--- config.mk ---
export PLATFORM = sky130hd
export DESIGN_NAME = serializador_8x1
export DESIGN_NICKNAME = d
export VERILOG_FILES = /design/src/rtl/serializador_8x1.sv
export SDC_FILE = /design/constraint.sdc
export NUM_CORES = 1
export LEC_CHECK = 0
export CAP_MARGIN = 20
export CORE_UTILIZATION = 42
export DETAILED_ROUTE_END_ITERATION = 16
export GPL_TIMING_DRIVEN = 1
export PLACE_DENSITY = 0.82
export SLEW_MARGIN = 20
export SYNTH_ARGS = -nofsm -noshare
export SYNTH_HDL_FRONTEND = slang
export SYNTH_SLANG_ARGS = --single-unit
export TNS_END_PERCENT = 5
--- constraint.sdc ---
create_clock -name clk -period 3.47 [get_ports clk]
set_input_delay 0.694 -clock clk [delete_from_list [all_inputs] [get_ports clk]]
set_output_delay 0.694 -clock clk [all_outputs]
set_load 0.01 [all_outputs]
--- src/rtl/serializador_8x1.sv ---
`default_nettype none
// +--------------------------------------------------------------------------+
// | Module      : serializador_8x1                                           |
// | Description : Upstream sequencer for an 8:1 mux stage. Accepts an 8-bit  |
// |               word through a valid/ready handshake, holds it on the mux  |
// |               data bus (entrada) and steps the 3-bit mux select through  |
// |               all eight positions. Each position is held for DIV clocks. |
// |               Together with the mux it forms a parallel-to-serial        |
// |               converter.                                                 |
// |                                                                          |
// | Parameters  : DIV       clocks per serial bit, 1..256                    |
// |               MSB_FIRST 0: sel counts 0->7, 1: sel counts 7->0           |
// |                                                                          |
// | Ports       : clk        in   system clock, rising edge                  |
// |               rst_n      in   asynchronous active-low reset              |
// |               data_in    in   [7:0] word to serialize                    |
// |               load_valid in   data_in valid                              |
// |               load_ready out  block can accept a word (combinational)    |
// |               pause      in   (SERIALIZADOR_PAUSE_EN only) freeze shift  |
// |               entrada    out  [7:0] registered word to the mux inputs    |
// |               sel        out  [2:0] registered mux select                |
// |               bit_valid  out  mux output carries a valid serial bit      |
// |               busy       out  serialization in progress                  |
// |               done       out  one-cycle pulse after the last bit         |
// |                                                                          |
// | Options     : define SERIALIZADOR_PAUSE_EN to add the pause input.       |
// |                                                                          |
// | Revision    : 1.0  initial release                                       |
// +--------------------------------------------------------------------------+
module serializador_8x1 #(
  parameter int DIV       = 1,
  parameter bit MSB_FIRST = 1'b0
) (
  input  logic       clk,
  input  logic       rst_n,
  input  logic [7:0] data_in,
  input  logic       load_valid,
  output logic       load_ready,
`ifdef SERIALIZADOR_PAUSE_EN
  input  logic       pause,
`endif
  output logic [7:0] entrada,
  output logic [2:0] sel,
  output logic       bit_valid,
  output logic       busy,
  output logic       done
);

  // Divider counter width: max(1, clog2(DIV)); DIV=256 still fits 0..255.
  localparam int                CNT_W    = (DIV > 1) ? $clog2(DIV) : 1;
  localparam logic [CNT_W-1:0]  DIV_LAST = CNT_W'(DIV - 1);

  // Scan direction endpoints.
  localparam logic [2:0] START_IDX = MSB_FIRST ? 3'd7 : 3'd0;
  localparam logic [2:0] END_IDX   = MSB_FIRST ? 3'd0 : 3'd7;

  localparam logic [1:0] ST_IDLE  = 2'd0;
  localparam logic [1:0] ST_SHIFT = 2'd1;
  localparam logic [1:0] ST_DONE  = 2'd2;

  generate
    if ((DIV < 1) || (DIV > 256)) begin : g_div_check
      $error("serializador_8x1: DIV must be in 1..256");
    end
  endgenerate

  logic [1:0]       state_q,     state_d;
  logic [7:0]       entrada_q,   entrada_d;
  logic [2:0]       sel_q,       sel_d;
  logic [CNT_W-1:0] div_cnt_q,   div_cnt_d;
  logic             bit_valid_q, bit_valid_d;
  logic             busy_q,      busy_d;
  logic             done_q,      done_d;

  // Pause request; tied off when the feature is not built in.
  logic pause_req;
`ifdef SERIALIZADOR_PAUSE_EN
  assign pause_req = pause;
`else
  assign pause_req = 1'b0;
`endif

  // Only meaningful while shifting; pause is ignored in IDLE and DONE.
  logic shift_hold;
  assign shift_hold = (state_q == ST_SHIFT) && pause_req;

  // Select step in the configured direction (3-bit wrap is never reached
  // because the end index terminates the scan first).
  logic [2:0] sel_next;
  assign sel_next = MSB_FIRST ? (sel_q - 3'd1) : (sel_q + 3'd1);

  always_comb begin
    state_d   = state_q;
    entrada_d = entrada_q;
    sel_d     = sel_q;
    div_cnt_d = div_cnt_q;

    case (state_q)
      ST_IDLE: begin
        // load_ready is 1 in IDLE, so load_valid alone completes the handshake.
        if (load_valid) begin
          entrada_d = data_in;
          sel_d     = START_IDX;
          div_cnt_d = '0;
          state_d   = ST_SHIFT;
        end
      end

      ST_SHIFT: begin
        if (!shift_hold) begin
          if (div_cnt_q == DIV_LAST) begin
            div_cnt_d = '0;
            if (sel_q == END_IDX) begin
              // Leave sel parked at the start index for the next word.
              sel_d   = START_IDX;
              state_d = ST_DONE;
            end else begin
              sel_d = sel_next;
            end
          end else begin
            div_cnt_d = div_cnt_q + CNT_W'(1);
          end
        end
      end

      ST_DONE: begin
        state_d = ST_IDLE;
      end

      default: begin
        state_d = ST_IDLE;
      end
    endcase
  end

  // Status flags are registered from the next state so they line up with
  // the registered sel/entrada they describe.
  always_comb begin
    busy_d      = (state_d == ST_SHIFT);
    bit_valid_d = (state_d == ST_SHIFT) && !shift_hold;
    done_d      = (state_d == ST_DONE);
  end

  always_ff @(posedge clk or negedge rst_n) begin
    if (!rst_n) begin
      state_q     <= ST_IDLE;
      entrada_q   <= 8'd0;
      sel_q       <= 3'd0;
      div_cnt_q   <= '0;
      bit_valid_q <= 1'b0;
      busy_q      <= 1'b0;
      done_q      <= 1'b0;
    end else begin
      state_q     <= state_d;
      entrada_q   <= entrada_d;
      sel_q       <= sel_d;
      div_cnt_q   <= div_cnt_d;
      bit_valid_q <= bit_valid_d;
      busy_q      <= busy_d;
      done_q      <= done_d;
    end
  end

  // Combinational so it reads 1 while reset holds the FSM in IDLE.
  assign load_ready = (state_q == ST_IDLE);

  assign entrada   = entrada_q;
  assign sel       = sel_q;
  assign bit_valid = bit_valid_q;
  assign busy      = busy_q;
  assign done      = done_q;

endmodule
`default_nettype wire

=== Yosys cells after proc, flatten, opt, wreduce, memory -nomap -nowiden ===
Index checks and enable logic that the tools add are counted.

* Input port bits: 11
* Logic and storage cells: 30
* Output and inout port bits: 15
* Flip-flop bits (word level): 16

* Reductions and logical operators: 5
* $add $sub $neg: 2
* Muxes and demuxes: 11
* Equal/unequal tests: 6

{| class="wikitable"
|+ Operator list
! cell !! count
|-
| $mux 3 || 3
|-
| $mux 2 || 3
|-
| $pmux 3 s2 || 1
|-
| $eq 2x1->1 const B || 2
|-
| $ne 2x2->1 const B || 2
|-
| $pmux 2 s2 || 1
|-
| $reduce_and 2->1 || 2
|-
| $add 3x1->3 const B || 1
|-
| $eq 3x3->1 const B || 1
|-
| $reduce_and 3->1 || 1
|-
| $eq 2x2->1 const B || 1
|-
| $logic_not 2->1 || 1
|-
| $mux 1 || 2
|-
| $pmux 1 s2 || 1
|-
| $reduce_bool 2->1 || 1
|-
| $add 1x1->1 const B || 1
|}

=== Longest topological paths before layout ===
Gate-level depths: netlist of the first run.

* Depth after elaboration: 5
* Gate-level depth with buffers: 4

=== Least setup slack after synthesis of the first run ===
OpenSTA, ideal clock, no wires.

* Path type: input to register
* Start point: input load_valid
* End point: register entrada_q[0], in the netlist entrada[0]
* Cell stages on the path: 2
* Buffers on the path: 0
* Required time: 3345 ps
* Arrival time: 1376 ps
* Setup slack: 1969 ps
* Setup time: 125 ps
* Cell sequence: nor3b_4 > mux2_2

* Word-level cells in the longest chain between the ends: 1

{| class="wikitable"
|+ Ends and longest elaborated chain
! what !! RTL line !! RTL
|-
| start: declaration || 37 || <nowiki>input logic load_valid,</nowiki>
|-
| $reduce_and 2->1 (no line) || n/a ||
|-
| end signal: assignment || 155 || <nowiki>entrada_q <= entrada_d;</nowiki>
|-
| end: declaration || 68 || <nowiki>logic [7:0] entrada_q, entrada_d;</nowiki>
|}

Every way passes these cells.
A chain may end at the register's enable or synchronous reset.

=== Final worst setup path of the first run ===
* Start point: register state_q[0]
* End point: output load_ready

* Word-level cells in the longest chain between the ends: 1

{| class="wikitable"
|+ Ends and longest elaborated chain
! what !! RTL line !! RTL
|-
| start: declaration || 67 || <nowiki>logic [1:0] state_q, state_d;</nowiki>
|-
| start signal: assignment || 154 || <nowiki>state_q <= state_d;</nowiki>
|-
| $logic_not 2->1 || 165 || <nowiki>assign load_ready = (state_q == ST_IDLE);</nowiki>
|-
| end: declaration || 38 || <nowiki>output logic load_ready,</nowiki>
|}

Every way passes these cells.

==> results of run 1 <==
-- power breakdown --
part	leakage [nW]	switching [mW]	internal, mW	total, mW
logic	0.178	0.123	0.226	0.349
registers	0.179	0.0512	0.254	0.305
clock network	0.0150	0.0493	0.0444	0.0937
-- cells in the final DEF (no fill, tap or decap) --
cell type,n
a22o_1,3
clkbuf_4,3
nor3b_4,1
o21bai_1,1
ha_1,2
clkdlybuf4s50_1,25
nor2_1,2
a21oi_1,2
dfrtp_1,15
and2_1,2
nor2b_1,1
clkbuf_1,1
mux2_2,8
-- kinds of logic after synthesis --
kind of cell,after synthesis
buffers and inverters,1
multiplexers,8
flip-flops,15
AO/OA/AOI/OAI,6
adder cells (fa/ha/maj),2
AND/OR/NAND/NOR,6
-- worst max-delay path by stage --
stage               slack [ns]          to
floorplan                 1.97  entrada[0]
global placement          1.39  entrada[7]
detailed placement        1.36  entrada[7]
CTS                       1.38  load_ready
global route              1.32  load_ready
finish                    1.39  load_ready
-- sequential cells by signal, summed over array words and instances (netlist names) --
name     cells
sel          3
busy         1
done         1
entrada      8
state_q      2
-- layer usage --
layer,part of all wire (%),vias to the layer above
met5,0,-
met4,1.2,0
met3,5.2,2
met2,49,13
met1,44,187
li1,-,191
-- worst register-to-register path, delay by kind of cell, from the launching register on --
family | cells | cell delay, ns
simple gates | 1 | 0.41
mux | 1 | 0.38
flops | 1 | 0.46
-- synthesized netlist by cell type (all sizes together) --
master  number  area share, %
mux2         8             15
a22o         3            4.5
o21bai       1            1.3
ha           2            4.3
nor2b        1            1.1
nor3b        1            3.2
buf          1            1.3
and2         2            2.1
nor2         2            1.3
a21oi        2            1.7
dfrtp       15             64
-- layout make-up --
class | count | area, sq um
Sequential cell | 15 | 375.4
Clock buffer | 4 | 26.28
Multi-Input combinational cell | 22 | 203.9
Timing Repair Buffer | 25 | 250.2
Fill cell | 112 | 426.7
Tap cell | 15 | 18.77
-- metrics by stage --
stage / hold slack, ns / std cells / power [mW] / utilization, % / setup slack (ns)
after global placement: 0.4909 / 77 / 0.6544 / 65.19 / 1.388
after CTS: 0.5223 / 81 / 0.7575 / 67.21 / 1.375
after detailed placement: 0.4965 / 77 / 0.6612 / 65.19 / 1.356
after floorplan: 0.3984 / 38 / 0.4722 / - / 1.969
final: 0.5149 / 81 / 0.7477 / 67.21 / 1.389
after global routing: 0.5318 / 81 / 0.8103 / 67.21 / 1.319
==> impl_metrics.json, run 1 <==
{
  "status": "finished, final reports clean",
  "finalHoldViolCount": 0,
  "hold_start": "entrada[7]",
  "tritoncts": "built",
  "rrSetupSlack_ns": 2.10,
  "overflow": 0,
  "routed_via_density": 4.852,
  "finalMaxSlewViolations": 0,
  "grtUsageMet1_pct": 20.59,
  "whs_endpoint": "entrada[7]",
  "setup_viol": 0,
  "clockBufferDepth": 2,
  "critPathLaunchType": "flop",
  "final.setup.tns_ns": 0,
  "io-pin-count": 26,
  "gp_congestion": 0.7295,
  "grt_antenna_before_repair": 0,
  "grtUsageMet2_pct": 22.08,
  "drive_gt1_share_pct": 18.18,
  "cp_top_family": "buffers and inverters",
  "ant_nets": 0,
  "postCtsSetupBuffers": 0,
  "cts_made_buffers": 3,
  "clock.fmax_mhz": 480.4,
  "critPathMaxFanout": 6,
  "cpMaxStageDelayCell": "clkdlybuf4s50_1",
  "worstSetupEndpointType": "primary output",
  "global_route.peak_usage_layer": "met2",
  "routed_wirelength_microns": 962,
  "core_sq_um": 1301,
  "fin_skew_ns": 0.008641,
  "worstSkewPairLatency_ns": 0.27,
  "tightest_slew_ns": 0.6465,
  "grt_max_degree": 16,
  "initial_core_util_pct": 45.10,
  "cp.depth": 2,
  "p_per_area_nw_per_um2": 854.9,
  "vias": 393,
  "ir_drop_mv": 0.4336,
  "whs_path_depth": 1,
  "crit_chain": "nor2_1 -> clkdlybuf4s50_1",
  "synth-simple-area-share_pct": 7.676,
  "synth_fa_ha_area_share_pct": 4.264,
  "wl_per_cell_microns": 11.88,
  "r2r_cells": 2,
  "diodes": 0,
  "ys_ff_latch": 15,
  "muxShareOfSynthArea_pct": 15.35,
  "synth-compound-area-share_pct": 7.463,
  "use_met3_pct": 3.409,
  "cp_num_buf_inv": 1,
  "rsz0062_at_grt": "no",
  "postLayoutCellArea_sq_um": 874.6,
  "path_class": "flop to primary output",
  "finalCriticalPeriod_ns": 2.081,
  "synth_nets": 51,
  "port_buffers": 25,
  "first_pass_iters": 4,
  "ctsHtreeMaxLevel": 1,
  "rows": 13,
  "arrival_ns": 1.39,
  "yosysWarnings": 0,
  "grt_pass1_vias": 364,
  "critPathLaunch": "state_q[0]",
  "crit_path_max_incr_delay_ns": 0.54,
  "max-slew-margin-rel_pct": 56.76,
  "path_clk_slew_ns": 0.09,
  "cp.required_ns": 2.78,
  "placed_area_sq_um": 848.3,
  "root_buffer": "clkbuf_4",
  "rr_startpoint": "state_q[0]",
  "power_leakage_nw": 0.3722,
  "yosysSeqAreaShare_pct": 63.97,
  "grt_usage_pct": 15.05,
  "drt_iter0_markers": 6,
  "drc": 0,
  "syn_to_final_growth_pct": 49.04,
  "grt_pass1_wl_microns": 1524,
  "hold_path.class": "flop to flop",
  "drv_cap": 0,
  "netlist_area_sq_um": 586.8,
  "hpwl_microns": 735.9,
  "synth_top_family_by_area": "multiplexers",
  "nNetsFinal": 80,
  "postCtsResizedCells": 0,
  "synth_cell_types": 11,
  "die_area_sq_um": 1551,
  "finalCritPeriodShare_pct": 59.98,
  "timing.rr.end": "entrada[7]",
  "netlist_instances": 38,
  "synth-xor-area-share_pct": 0,
  "die_x_microns": 39.38,
  "syn-mean-instance-area_sq_um": 15.44,
  "cts_hold_buf": 0,
  "dieHeight_microns": 39.38,
  "cts_num_sinks": 15
}
(Power assumes the default switching activity.)
==> run 2, diff against run 1 <==
--- a/config.mk
+++ b/config.mk
@@ -6,10 +6,10 @@
 export NUM_CORES = 1
 export LEC_CHECK = 0
 export CAP_MARGIN = 20
-export CORE_UTILIZATION = 42
+export CORE_UTILIZATION = 35
 export DETAILED_ROUTE_END_ITERATION = 16
 export GPL_TIMING_DRIVEN = 1
-export PLACE_DENSITY = 0.82
+export PLACE_DENSITY = 0.74
 export SLEW_MARGIN = 20
 export SYNTH_ARGS = -nofsm -noshare
 export SYNTH_HDL_FRONTEND = slang
==> constraint.sdc (replaced) <==
create_clock -name clk -period 1.8 [get_ports clk]
set_input_delay 0.36 -clock clk [delete_from_list [all_inputs] [get_ports clk]]
set_output_delay 0.36 -clock clk [all_outputs]
set_load 0.01 [all_outputs]
==> run 2 against run 1 <==
  * Sequential power is 93% higher
  * Utilization is 7.6 points lower
  * Critical path depth stayed put
  * Largest power group unchanged
==> impl_metrics.json, run 2 (synthesis gave the netlist of run 1 again) <==
{
  "status": "finished, final reports clean",
  "root_buffer": "clkbuf_4",
  "finalCriticalPeriod_ns": 1.746,
  "postLayoutCellArea_sq_um": 919.6,
  "clockBufferDepth": 2,
  "die_x_microns": 42.95,
  "gp_congestion": 0.7078,
  "cts_hold_buf": 0,
  "initial_core_util_pct": 38.07,
  "fin_skew_ns": 0.005568,
  "dieHeight_microns": 42.95,
  "p_clk_share_pct": 12.4,
  "wl_per_cell_microns": 14.41,
  "pre_cts_ws_ns": 0.1164,
  "crit_chain": "nor2_1 -> clkdlybuf4s50_1",
  "io-pin-count": 26,
  "routed_via_density": 4.977,
  "drive_gt1_share_pct": 24.29,
  "placed_area_sq_um": 877.1,
  "finalMaxSlewViolations": 0,
  "arrival_ns": 1.39,
  "vias": 428,
  "worstSkewPairLatency_ns": 0.28,
  "fin_ws_ns": 0.05421,
  "critPathLaunchType": "flop",
  "finalHoldViolCount": 0,
  "drt_iter0_markers": 7,
  "finish.utilization_pct": 59.66,
  "grt_pass1_wl_microns": 1807,
  "cts_made_buffers": 3,
  "whs_ns": 0.4028,
  "p_sw_share_pct": 30.91,
  "wl_met3_microns": 58,
  "overflow": 0,
  "top_layer": "met4",
  "grt_usage_pct": 13.71,
  "rsz0062_at_grt": "no",
  "critPathMaxFanout": 4,
  "power_leakage_nw": 0.3935,
  "p_total_mw": 1.511,
  "p_int_mw": 1.044,
  "grt_antenna_before_repair": 0,
  "rows": 14,
  "cts_num_sinks": 15,
  "ant_nets": 0,
  "largest_reg_flops": 8,
  "finalCritPeriodShare_pct": 96.99,
  "diodes": 0,
  "nNetsFinal": 84,
  "worstSetupEndpointType": "primary output",
  "drv_cap": 0,
  "final_common_cell": "clkdlybuf4s50_1",
  "ctsHtreeMaxLevel": 1,
  "syn_to_final_growth_pct": 56.72,
  "tightest_slew_ns": 0.4026,
  "switching_power_mw": 0.4671,
  "wl_met1_microns": 533,
  "dp_cells": 80,
  "routed_wirelength_microns": 1239,
  "p_per_area_nw_per_um2": 1643,
  "max-slew-margin-rel_pct": 73.11,
  "crit_path_max_incr_delay_ns": 0.54,
  "tritoncts": "built",
  "die_area_sq_um": 1844,
  "power_frac_seq_pct": 38.9,
  "path_clk_slew_ns": 0.09,
  "clock.fmax_mhz": 572.8,
  "setup_viol": 0,
  "ir_drop_mv": 0.7180,
  "fillers": 123,
  "core_sq_um": 1541,
  "hold_path.class": "input pin to asynchronous set/reset pin",
  "cpMaxStageDelayCell": "clkdlybuf4s50_1",
  "pwr-share-comb_pct": 48.6,
  "final.setup.tns_ns": 0,
  "mostFrequentLayoutCells": "clkdlybuf4s50_1 (25), dfrtp_1 (14), mux2_2 (8)",
  "path_class": "flop to primary output",
  "met2_wirelength_microns": 624,
  "fin_cells": 86,
  "grt_max_degree": 16,
  "port_buffers": 25,
  "cp.required_ns": 1.44,
  "first_pass_iters": 3,
  "hpwl_microns": 904.9,
  "grt_pass1_vias": 405,
  "drc": 0
}
==> run 2: final cells by class <==
class	count	area (sq um)	area share, %
sequential	15	376.6	40.95
timing repair buffer	29	292.8	31.84
multi-input combinational	22	203.9	22.18
clock buffer	4	26.28	2.857
tap	16	20.02	2.177
==> run 2: layer usage <==
metal | global-route usage [%] | vias up
li1 | - | 200
met1 | 16.53 | 210
met2 | 22.73 | 16
met5 | 0 | -
met4 | 7.273 | 0
met3 | 2.979 | 2
==> run 2: what timing repair did <==
item                                    in CTS  in global routing
endpoints found under the setup margin       0                  1
resized for setup                            0                  1
buffers inserted                             0                  2
==> run 2: final timing paths <==
check                                  end  slack [ns]        from  depth (start not counted)
worst max-delay path            load_ready        0.05  state_q[1]                          2
worst min-delay path            entrada[5]        0.40       rst_n                          2
worst max register to register  entrada[2]        0.41  state_q[0]                          4
worst min register to register  entrada[1]        0.51  entrada[1]                          1
max in group asynchronous       state_q[0]        1.21       rst_n                          2
min in group clk                entrada[1]        0.51  entrada[1]                          1
==> run 2: power by group through the flow <==
stage	clock [mW]	sequential (mW)	combinational [mW]
6_report	0.188	0.589	0.735
5_1_grt	0.210	0.606	0.780
4_1_cts	0.195	0.594	0.715
3_5_place_dp	0	0.602	0.712
3_3_place_gp	0	0.590	0.692
2_1_floorplan	0	0.653	0.257
==> run 2: critical path, delay by kind of cell, from the launching register on <==
family	cells	cell delay (ns)
and+or+nand+nor	1	0.13
buffers and inverters	1	0.54
DFF	1	0.44
==> run 3, diff against run 2 <==
--- a/config.mk
+++ b/config.mk
@@ -7,6 +7,7 @@
 export LEC_CHECK = 0
 export CAP_MARGIN = 20
 export CORE_UTILIZATION = 35
+export CTS_CLUSTER_SIZE = 24
 export DETAILED_ROUTE_END_ITERATION = 16
 export GPL_TIMING_DRIVEN = 1
 export PLACE_DENSITY = 0.74
==> results of run 3 <==
No change in the layout: final DEF, timing and power equal those of run 2.
==> variant, RTL diff (flow settings as in run 3) <==
The parameter `MSB_FIRST` goes from 1'b0 to 1'b1.
--- a/src/rtl/serializador_8x1.sv
+++ b/src/rtl/serializador_8x1.sv
@@ -29,7 +29,7 @@
 // +--------------------------------------------------------------------------+
 module serializador_8x1 #(
   parameter int DIV       = 1,
-  parameter bit MSB_FIRST = 1'b0
+  parameter bit MSB_FIRST = 1'b1
 ) (
   input  logic       clk,
   input  logic       rst_n,
Check against the original RTL: not equivalent (Yosys sat finds a counterexample within 4 cycles, from zero or initial values and one cycle with rst_n low).
==> variant against run 3 <==
The flow now finishes with violations (design-rule violations); cell count rose by 2.3%; worst setup slack improved by 0.025 ns; critical path depth did not move; synthesized area rose by 4.5%; fmax rose by 1.5%; sequential cell count did not move; via count rose by 0.23%; wire length fell by 15%; hold slack got worse by 0.011 ns; design area fell by 0.41%; clock skew fell by 0.0026 ns; total power fell by 2.9%; core utilization fell by 1.6 points.
==> variant: results (changes against run 3) <==
Slew @ Worst Pin=0.438 ns (was 0.403 ns); combinational cell power=0.705 mW (was 0.735 mW); Synth Instances=42 (was 38); Clock Power=0.182 mW (was 0.188 mW); gp weighted congestion=0.681 (was 0.708); DRC=2 (was 0); first-pass GRT wire length=1.73 mm (was 1.81 mm); reg2reg setup slack=0.32 ns (was 0.41 ns); failing checks=design-rule violations; Worst Skew=0.00297 ns (was 0.00557 ns); synth top area cells=dfrtp_1, mux2_2, ha_1 (was dfrtp_1, mux2_2, a22o_1); P_leak=0.402 nW (was 0.394 nW); Max IR drop VDD=775 uV (was 718 uV); CP Max Fanout=5 (was 4); First DRT Iteration DRCs=6 (was 7); vias in the first global route=407 (was 405); WL final=1.05 mm (was 1.24 mm); DP Cell Count=82 (was 80); DR pass1 iterations=12 (was 3); register area share after synthesis=0.612 (was 0.640); Via density=4.88 (was 4.98); Worst R2R End=entrada[7] (was entrada[2]); outcome=finished, violations left (was finished clean); final worst slack=0.0796 ns (was 0.0542 ns); Post-DP Area=872 sq um (was 877 sq um); Mapped Nets=55 (was 51); wire per inst=11.9 um (was 14.4 um); fill count=138 (was 123)
variant: cell type report:
class | count | area, sq um | share of cell area
multi-input combinational | 21 | 204 | 0.223
timing repair buffer | 28 | 273 | 0.298
tap | 16 | 20.0 | 0.0219
sequential | 15 | 378 | 0.413
clock buffer | 4 | 26.3 | 0.0287
inverter | 4 | 15.0 | 0.0164
variant: timing repair:
action / in CTS / in global routing
hold endpoints to repair: 0 / 0
endpoints found under the setup margin: 0 / 1
gates resized for setup: 0 / 2
setup buffers: 0 / 2
variant: layer usage:
| metal | up-vias | GRT usage |
|---|---|---|
| li1 | 207 | - |
| met1 | 207 | 0.156 |
| met2 | 13 | 0.197 |
| met3 | 2 | 0.0250 |
| met4 | 0 | 0.0545 |
| met5 | - | 0 |
variant: cells by family (layout without fill, tap and decap cells):
group	count (synthesis)	count (layout)	synth area share
adders and majority gates	2	2	0.0408
muxes	9	9	0.163
AOI/OAI and AO/OA	5	5	0.0551
and+or+nand+nor	5	5	0.0735
DFF	15	15	0.612
buffers and inverters	6	36	0.0551
